### config.mk
export PLATFORM = sky130hd
export DESIGN_NAME = tone_osc_bank_flat
export DESIGN_NICKNAME = d
export VERILOG_FILES = /design/src/rtl/tone_osc_bank_if.sv /design/src/rtl/tone_osc_bank.sv /design/src/flat_wrapper.sv
export SDC_FILE = /design/constraint.sdc
export NUM_CORES = 1
export LEC_CHECK = 0
export BUFFER_PORTS_ARGS = -buffer_cell sky130_fd_sc_hd__clkbuf_2
export CORE_MARGIN = 3
export CORE_UTILIZATION = 47
export CTS_BUF_LIST = sky130_fd_sc_hd__clkbuf_4
export CTS_CLUSTER_DIAMETER = 50
export DETAILED_ROUTE_END_ITERATION = 6
export GPL_TIMING_DRIVEN = 0
export PLACE_DENSITY_LB_ADDON = 0.12
export SYNTH_ARGS = -nofsm -noshare
export SYNTH_HDL_FRONTEND = slang
export SYNTH_SLANG_ARGS = --single-unit
export TNS_END_PERCENT = 100
### constraint.sdc
create_clock -name clk -period 18.5 [get_ports clk]
set_clock_uncertainty 0.05 [all_clocks]
set_input_delay 5.55 -clock clk [delete_from_list [all_inputs] [get_ports clk]]
set_output_delay 5.55 -clock clk [all_outputs]
set_load 0.02 [all_outputs]
### src/rtl/tone_osc_bank_if.sv
// Bus bundle for tone_osc_bank: per-channel enables, limits and the
// registered count/tick/square outputs. The driver uses the master
// modport and the oscillator bank uses the slave modport.
interface tone_osc_bank_if #(
  parameter int CHANNELS = 12,
  parameter int WIDTH    = 16
);
  logic [CHANNELS-1:0]       en;
  logic                      clr;
  logic [CHANNELS*WIDTH-1:0] lim;
  logic [CHANNELS*WIDTH-1:0] cnt_out;
  logic [CHANNELS-1:0]       tick;
  logic [CHANNELS-1:0]       square;

  modport master (
    output en, clr, lim,
    input  cnt_out, tick, square
  );

  modport slave (
    input  en, clr, lim,
    output cnt_out, tick, square
  );
endinterface

### src/rtl/tone_osc_bank.sv
// tone_osc_bank: CHANNELS independent programmable tone counters.
// Each channel counts 0..lim_act and wraps, giving a one-cycle tick per
// wrap and (optionally) a 50%-duty square wave toggled on each wrap.
// Limits are taken from a shadow register loaded only while the channel
// is idle/cleared or at a wrap, so a limit change never cuts a period short.
// Optional feature macro: TONE_OSC_SQUARE_EN (square toggle registers).
// Without it, square is tied to 0 and everything else is unchanged.
module tone_osc_bank #(
  parameter int CHANNELS = 12,
  parameter int WIDTH    = 16
) (
  input logic           clk,
  input logic           rst,
  tone_osc_bank_if.slave bus
);

  for (genvar g = 0; g < CHANNELS; g++) begin : g_ch
    logic [WIDTH-1:0] r_cnt;
    logic [WIDTH-1:0] r_lim_act;
    logic             r_tick;
    logic [WIDTH-1:0] w_lim;
    logic             w_hold;
    logic             w_wrap;

    // Idle (disabled or globally cleared) channels sit at zero and keep
    // tracking the live limit so the first enabled period uses it.
    assign w_lim  = bus.lim[g*WIDTH +: WIDTH];
    assign w_hold = bus.clr | ~bus.en[g];
    assign w_wrap = (r_cnt == r_lim_act);

    // Counter, shadow limit and tick pulse for this channel.
    // NOTE: state registers use non-blocking assignments so every channel
    // samples pre-edge values, keeping the channels order-independent.
    always_ff @(posedge clk or posedge rst) begin
      if (rst) begin
        r_cnt     <= '0;
        r_lim_act <= '0;
        r_tick    <= 1'b0;
      end else if (w_hold) begin
        r_cnt     <= '0;
        r_lim_act <= w_lim;
        r_tick    <= 1'b0;
      end else if (w_wrap) begin
        r_cnt     <= '0;
        r_lim_act <= w_lim;
        r_tick    <= 1'b1;
      end else begin
        r_cnt     <= r_cnt + WIDTH'(1);
        r_tick    <= 1'b0;
      end
    end

`ifdef TONE_OSC_SQUARE_EN
    logic r_square;

    // Square output flips on every wrap, giving a 2*(lim_act+1) period.
    always_ff @(posedge clk or posedge rst) begin
      if (rst) begin
        r_square <= 1'b0;
      end else if (w_hold) begin
        r_square <= 1'b0;
      end else if (w_wrap) begin
        r_square <= ~r_square;
      end
    end

    assign bus.square[g] = r_square;
`else
    assign bus.square[g] = 1'b0;
`endif

    assign bus.cnt_out[g*WIDTH +: WIDTH] = r_cnt;
    assign bus.tick[g]                   = r_tick;
  end

endmodule

### src/flat_wrapper.sv
// flat-port wrapper written by rule: the top's interface ports become plain ports
module tone_osc_bank_flat 
#(
  parameter int CHANNELS = 12,
  parameter int WIDTH    = 16
)
  (clk, rst, bus_en, bus_clr, bus_lim, bus_cnt_out, bus_tick, bus_square);
  tone_osc_bank_if #(.CHANNELS(CHANNELS), .WIDTH(WIDTH)) bus_i ();
  input logic clk;
  input logic rst;
  input wire logic [$bits(bus_i.en)-1:0] bus_en;
  input wire logic [$bits(bus_i.clr)-1:0] bus_clr;
  input wire logic [$bits(bus_i.lim)-1:0] bus_lim;
  output wire logic [$bits(bus_i.cnt_out)-1:0] bus_cnt_out;
  output wire logic [$bits(bus_i.tick)-1:0] bus_tick;
  output wire logic [$bits(bus_i.square)-1:0] bus_square;
  assign bus_i.en = bus_en;
  assign bus_i.clr = bus_clr;
  assign bus_i.lim = bus_lim;
  assign bus_cnt_out = bus_i.cnt_out;
  assign bus_tick = bus_i.tick;
  assign bus_square = bus_i.square;
  tone_osc_bank #(.CHANNELS(CHANNELS), .WIDTH(WIDTH)) u_core (.clk(clk), .rst(rst), .bus(bus_i));
endmodule
; Yosys cells after proc, flatten, opt, wreduce, memory -nomap -nowiden
; Index checks and enable logic that the tools add are counted.
[totals]
regBits = 396
in_bits = 207
wordCells = 168
out_inout_bits = 216
[classes]
n_eq_ne = 12
reduce_logical = 12
addsub = 12
bitwise = 24
mux = 72
[op_table]
columns = operator, count
row1 = 2-to-1 mux 16 bit, 48
row2 = "adder 16 x 1 -> 16 bit, second input constant", 12
row3 = equality test 16 bit, 12
row4 = 2-to-1 mux 1 bit, 24
row5 = nonzero test 2 bit, 12
row6 = inverter 1 bit, 12
row7 = OR 1 bit, 12

; Longest topological paths before layout
; Gate-level depths: netlist of the first run.
[logic_depth]
word_depth = 3
ltp_mapped = 8
mapped_depth_nobuf = 6

; Worst setup path after synthesis of the first run
; Ideal clock, no wire load.
[synth_timing]
kind = in2reg
startpoint = in bus_clr
endpoint = reg u_core.g_ch[11].r_lim_act[0]
path_stages = 4
path_buffers = 2
slack_ps = 11869
arrival_ps = 6453
path_cell_list = clkbuf_1 -> nand3b_2 -> buf_4 -> mux2_1
[synth_via]
elab_chain_cells = 2
elab_cells_between_ends = 3
[synth_rtl]
columns = element, line_no
row1 = "start, declared", flat_wrapper.sv:12  ; input wire logic [$bits(bus_i.clr)-1:0] bus_clr;
row2 = OR 1 bit (*), tone_osc_bank.sv:28  ; assign w_hold = bus.clr | ~bus.en[g];
row3 = 2-to-1 mux 16 bit or nonzero test 2 bit (tied branches), -
row4 = "end signal, assigned", tone_osc_bank.sv:41  ; r_lim_act <= w_lim;
row5 = "end signal, assigned", tone_osc_bank.sv:45  ; r_lim_act <= w_lim;
row6 = "end, declared", tone_osc_bank.sv:19  ; logic [WIDTH-1:0] r_lim_act;
; Every way passes the cells marked *; elsewhere a longest branch is shown, timed or not.
; A chain may end at the register's enable or synchronous reset.

; Worst setup path in the final report of the first run
[layout_timing]
startpoint = reg u_core.g_ch[0].r_cnt[6]
endpoint = out bus_cnt_out[6]
[layout_lines]
columns = element, line_no
row1 = "start, declared", tone_osc_bank.sv:18  ; logic [WIDTH-1:0] r_cnt;
row2 = "start signal, assigned", tone_osc_bank.sv:48  ; r_cnt <= r_cnt + WIDTH'(1);
row3 = "end, declared", flat_wrapper.sv:14  ; output wire logic [$bits(bus_i.cnt_out)-1:0] bus_cnt_out;
; No word-level cell between the ends.

==> results.ini, run 1 <==
[floorplanning]
start_util = 0.480
core_um2 = 39000
die_y_um = 206
fp-row-count = 72
die_w_um = 206
io-pin-count = 423
die_area_um2 = 42300

[logic_synthesis]
synth-seq-area-share = 0.529
yosysUniqueCellTypes = 31
synth_edf_count = 0
synthTopCellsByArea = dfrtp_1 53%, xor2_1 13%, mux2_1 8.6%
postSynthCellCount = 1576
syn_area_per_cell_um2 = 11.9
synth_ff_type = dfrtp_1
synth_seq_cells = 396
syn_area_um2 = 18700
synth_top_area_share = 0.529
yosysWarnings = 0
synth_top_area_cell = dfrtp_1
postSynth.asyncResetShare = 1.00

[routing]
dr.pass1.iters = 4
antenna_left = 0
wl_um = 46600
routed_via_density = 4.98
vias = 13500
route.detailed.drc = 0
drt_iter0_drc = 448
wl_per_cell_um = 17.1

[critical_path]
crit_chain = clkbuf_2
cp_slowest_cell = dfrtp_1
crit_family = flip-flops
crit_path_end_kind = primary output
critPathLaunchType = register
cp_num_buf_inv = 1
slowest_delay_ns = 0.52
cp.arrival_ns = 1.57
critPathKind = reg -> out
critPathMaxFanout = 7
crit_required_ns = 12.90

[layout]
layout_commonest_cell = clkbuf_2
nets = 2330
syn2layout_area_growth_pct = 23.1
final_layout_size_suffix_gt1_frac = 0.329
layout_common_cells = 410 x clkbuf_2, 396 x dfrtp_1, 287 x xor2_1, 228 x nor2_1, 174 x clkbuf_4
fill_cells = 3446

[power]
ir_worst_vdd_mv = 0.0545
p_per_area_nw_per_um2 = 83.0
p_total_mw = 1.91
p_leak_nw = 11.3

[timing]
max_freq_mhz = 140
tightestPinTransition_ns = 1.25
min_period_over_period = 0.387
fin_ws_ns = 11.33
period_needed_ns = 7.17
setup_viol = 0
rsz0062_at_grt = no
report.final.slew_viol_count = 0
final-hold-violation-count = 0
max_slew_margin = 0.164

[placement]
portBuffers = 410
dpl.hpwl_um = 34700
place.gp.congestion = 0.830
dp_slack_ns = 10.56

[clock_network]
cts_htree_levels = 3
cts_hold_buf = 0
root_buffer = clkbuf_4
cts_buffers = 109
ctsResizeCount = 0
cts.sinks = 396
postCtsSetupRepairBufs = 0
cts_tree = yes
clock_path_buffers = 3
clock_latency_ns = 0.81
clk_pin_slew_ns = 0.06

[grt]
use_met3 = 0.0715
grt.overflow.total = 0
grt_antenna_before_repair = 6
met2_usage = 0.348
busiest_layer = met2
grt_util_met1 = 0.290
grt_use_total = 0.222
grt_pass1_vias = 14300
grt_pass1_wl_um = 74200
grt_max_degree = 117

[outcome]
outcome = completed

[hold_path]
worstHoldPathType = reg -> reg

[job]
cap_viol_max_count = 0

## registers in the layout (all words and copies together) (netlist names)
| signal | cells |
|---|---|
| u_core.g_ch.r_cnt | 192 |
| u_core.g_ch.r_lim_act | 192 |
| u_core.g_ch.r_tick | 12 |
## cell type report
cell class,count,area [um^2],share of cell area
Tap cell,518,648,0.0281
Sequential cell,396,9910,0.430
Clock inverter,26,184,0.00798
Clock buffer,174,1310,0.0567
Antenna cell,2,5.00,0.000217
Inverter,20,82.6,0.00358
Timing Repair Buffer,413,2130,0.0926
Buffer,68,578,0.0251
Multi-Input combinational cell,1103,8210,0.356
## worst paths after layout
kind | to | slack (ns) | depth (start not counted) | startpoint
max | bus_cnt_out[6] | 11.33 | 1 | u_core.g_ch[0].r_cnt[6]
min | u_core.g_ch[9].r_lim_act[4] | 0.45 | 1 | u_core.g_ch[9].r_lim_act[4]
max reg2reg | u_core.g_ch[1].r_lim_act[3] | 16.14 | 6 | u_core.g_ch[1].r_cnt[5]
min reg2reg | u_core.g_ch[9].r_lim_act[4] | 0.45 | 1 | u_core.g_ch[9].r_lim_act[4]
max in group asynchronous | u_core.g_ch[7].r_lim_act[2] | 12.12 | 4 | rst
min in group asynchronous | u_core.g_ch[0].r_lim_act[0] | 4.75 | 2 | rst
## metrics by stage
step           cells   util  setup TNS (ns)  hold slack [ns]  area, um^2
6_report        2720  0.591               0            0.455       23100
5_1_grt         2720  0.591               0            0.468       23100
4_1_cts         2718  0.591               0            0.459       23100
3_5_place_dp    2518  0.553               0            0.445       21600
3_3_place_gp    2515  0.550        -1002.92            0.437       21500
2_1_floorplan   1587      -               0            0.428       18800
## per-layer routing
metal | share of wire | wire (um) | vias up
met5 | 0.0012 | 57 | -
li1 | - | - | 6441
met4 | 0.021 | 956 | 8
met1 | 0.43 | 20000 | 6637
met3 | 0.073 | 3390 | 86
met2 | 0.48 | 22100 | 371
## cells by family after synthesis
group	synth area share
flip-flops	0.529
adder cells (fa/ha/maj)	0.00802
buffers and inverters	0.0349
multiplexers	0.118
other	0.000200
XOR/XNOR	0.168
AND/OR/NAND/NOR	0.141
## cell usage after synthesis, types with 4 or more instances
library cell	number
and3_1	24
and4_1	20
buf_4	40
buf_6	19
clkbuf_1	5
dfrtp_1	396
ha_1	12
inv_1	20
mux2_1	143
mux2_2	36
mux2_4	13
nand2_1	55
nand3_1	65
nand3b_2	11
nand4_1	39
nor2_1	228
nor2b_1	4
nor3_1	12
nor3b_1	12
nor4_1	49
xnor2_1	73
xor2_1	287
## power by group
group          total, mW  switching (mW)  internal, mW  leakage, nW
clock              0.831           0.367         0.465        0.879
sequential         0.933          0.0283         0.904         5.08
combinational      0.149          0.0748        0.0739         5.36
total               1.91           0.470          1.44         11.3
Note: power is estimated with default switching activity, not from simulation.
==> run 2: changes to the inputs <==
clock period = 5.9 ns   (was 18.5 ns; I/O delays follow)
==> results.ini, run 2 (same netlist as run 1, synthesis figures left out) <==
[critical_path]
path_depth = 1
crit_path_end_kind = primary output
r2r-end = u_core.g_ch[4].r_lim_act[0]
critPathKind = reg -> out
slowest_delay_ns = 0.54
cp_slowest_cell = dfrtp_1
cp_num_buf_inv = 1
crit_family = flip-flops
endpoint = bus_cnt_out[48]
r2r_cells = 6
crit_required_ns = 4.08
crit_start = u_core.g_ch[3].r_cnt[0]
cp.arrival_ns = 1.61
crit_chain = clkbuf_2
reg2reg_from = u_core.g_ch[4].r_cnt[6]
r2r_slack_ns = 3.52
critPathLaunchType = register
critPathMaxFanout = 7

[routing]
wl_per_cell_um = 17.2
route.detailed.drc = 0
dr.max_layer_used = met5
routed_via_density = 4.99
dr.pass1.iters = 4
vias = 13500
route.met2.wl_um = 22000
antenna_left = 0
drt_iter0_drc = 503
wl_um = 46600
m1WireLength_um = 19900
wl_met3_um = 3620

[grt]
grt.overflow.total = 0
grt_use_total = 0.224
grt_pass1_vias = 14100
grt_antenna_before_repair = 7
grt_pass1_wl_um = 74900
grt_max_degree = 42

[floorplanning]
die_area_um2 = 42300
die_w_um = 206
die_y_um = 206
fp-row-count = 72
start_util = 0.480
io-pin-count = 423
core_um2 = 39000

[timing]
setup_viol = 0
min_period_over_period = 0.581
whs_ns = 0.453
setup-tns-final_ns = 0
max_slew_margin = 0.228
max_freq_mhz = 292
period_needed_ns = 3.43
final-hold-violation-count = 0
tightestPinTransition_ns = 1.16
rsz0062_at_grt = no
report.final.slew_viol_count = 0

[placement]
placed_area_um2 = 21700
dpl.hpwl_um = 35200
portBuffers = 410
place.gp.congestion = 0.846
dp_cells = 2525

[power]
ir_worst_vdd_mv = 0.151
p_per_area_nw_per_um2 = 250
p_leak_nw = 11.3

[clock_network]
clk_pin_slew_ns = 0.07
clock_latency_ns = 0.83
cts_hold_buf = 0
postCtsSetupRepairBufs = 0
cts_tree = yes
ctsResizeCount = 0
root_buffer = clkbuf_4
cts_buffers = 105
cts.sinks = 396
clock_path_buffers = 3
cts_htree_levels = 3

[layout]
nets = 2333
fin_area_um2 = 23000
fill_cells = 3432
layout_commonest_cell = clkbuf_2
layout_common_cells = 410 x clkbuf_2, 396 x dfrtp_1, 287 x xor2_1, 228 x nor2_1, 152 x clkbuf_4
syn2layout_area_growth_pct = 22.7
top_regs = u_core.g_ch.r_cnt x192, u_core.g_ch.r_lim_act x192, u_core.g_ch.r_tick x12
final_util = 0.589
final_cells = 2707
final_layout_size_suffix_gt1_frac = 0.326

[job]
cap_viol_max_count = 0

[outcome]
outcome = completed

[hold_path]
worstHoldPathType = reg -> reg

[run 2: area by class of cell]
| class | instances | area [um^2] | share of cell area |
|---|---|---|---|
| clock buffers | 152 | 1140 | 0.0497 |
| diodes | 8 | 20.0 | 0.000871 |
| multi-input cells | 1103 | 8210 | 0.357 |
| flip-flops and latches | 396 | 9910 | 0.431 |
| plain buffers | 68 | 578 | 0.0252 |
| inverters | 20 | 78.8 | 0.00343 |
| repair buffers | 420 | 2250 | 0.0980 |
| clock inverters | 22 | 144 | 0.00626 |
| well taps | 518 | 648 | 0.0282 |
[run 2: metrics by stage]
stage	power (mW)	setup WS, ns
2_1_floorplan	3.27	-1.25
3_3_place_gp	3.43	-3.67
3_5_place_dp	3.46	1.75
4_1_cts	5.86	2.33
5_1_grt	6.07	2.30
6_report	5.76	2.47
[run 2: how the worst min path moves through the flow]
stage,startpoint,end,depth (start not counted)
detailed placement,u_core.g_ch[3].r_lim_act[0],u_core.g_ch[3].r_lim_act[0],1
CTS,u_core.g_ch[0].r_lim_act[0],u_core.g_ch[0].r_lim_act[0],1
floorplan,u_core.g_ch[4].r_lim_act[10],u_core.g_ch[4].r_lim_act[10],1
finish,u_core.g_ch[0].r_lim_act[0],u_core.g_ch[0].r_lim_act[0],1
global route,u_core.g_ch[1].r_lim_act[10],u_core.g_ch[1].r_lim_act[10],1
global placement,u_core.g_ch[3].r_lim_act[1],u_core.g_ch[3].r_lim_act[1],1
[run 2: where the power goes]
part	total (mW)	internal, mW	switching (mW)	leakage (nW)
clock	2.36	1.25	1.10	0.772
sequential	2.92	2.84	0.0892	5.08
combinational	0.475	0.240	0.235	5.41
[run 2: routing by layer]
metal  up-vias  track usage
li1       6434            -
met1      6649        0.288
met3        74       0.0767
met4         6       0.0742
met2       347        0.357
met5         -            0
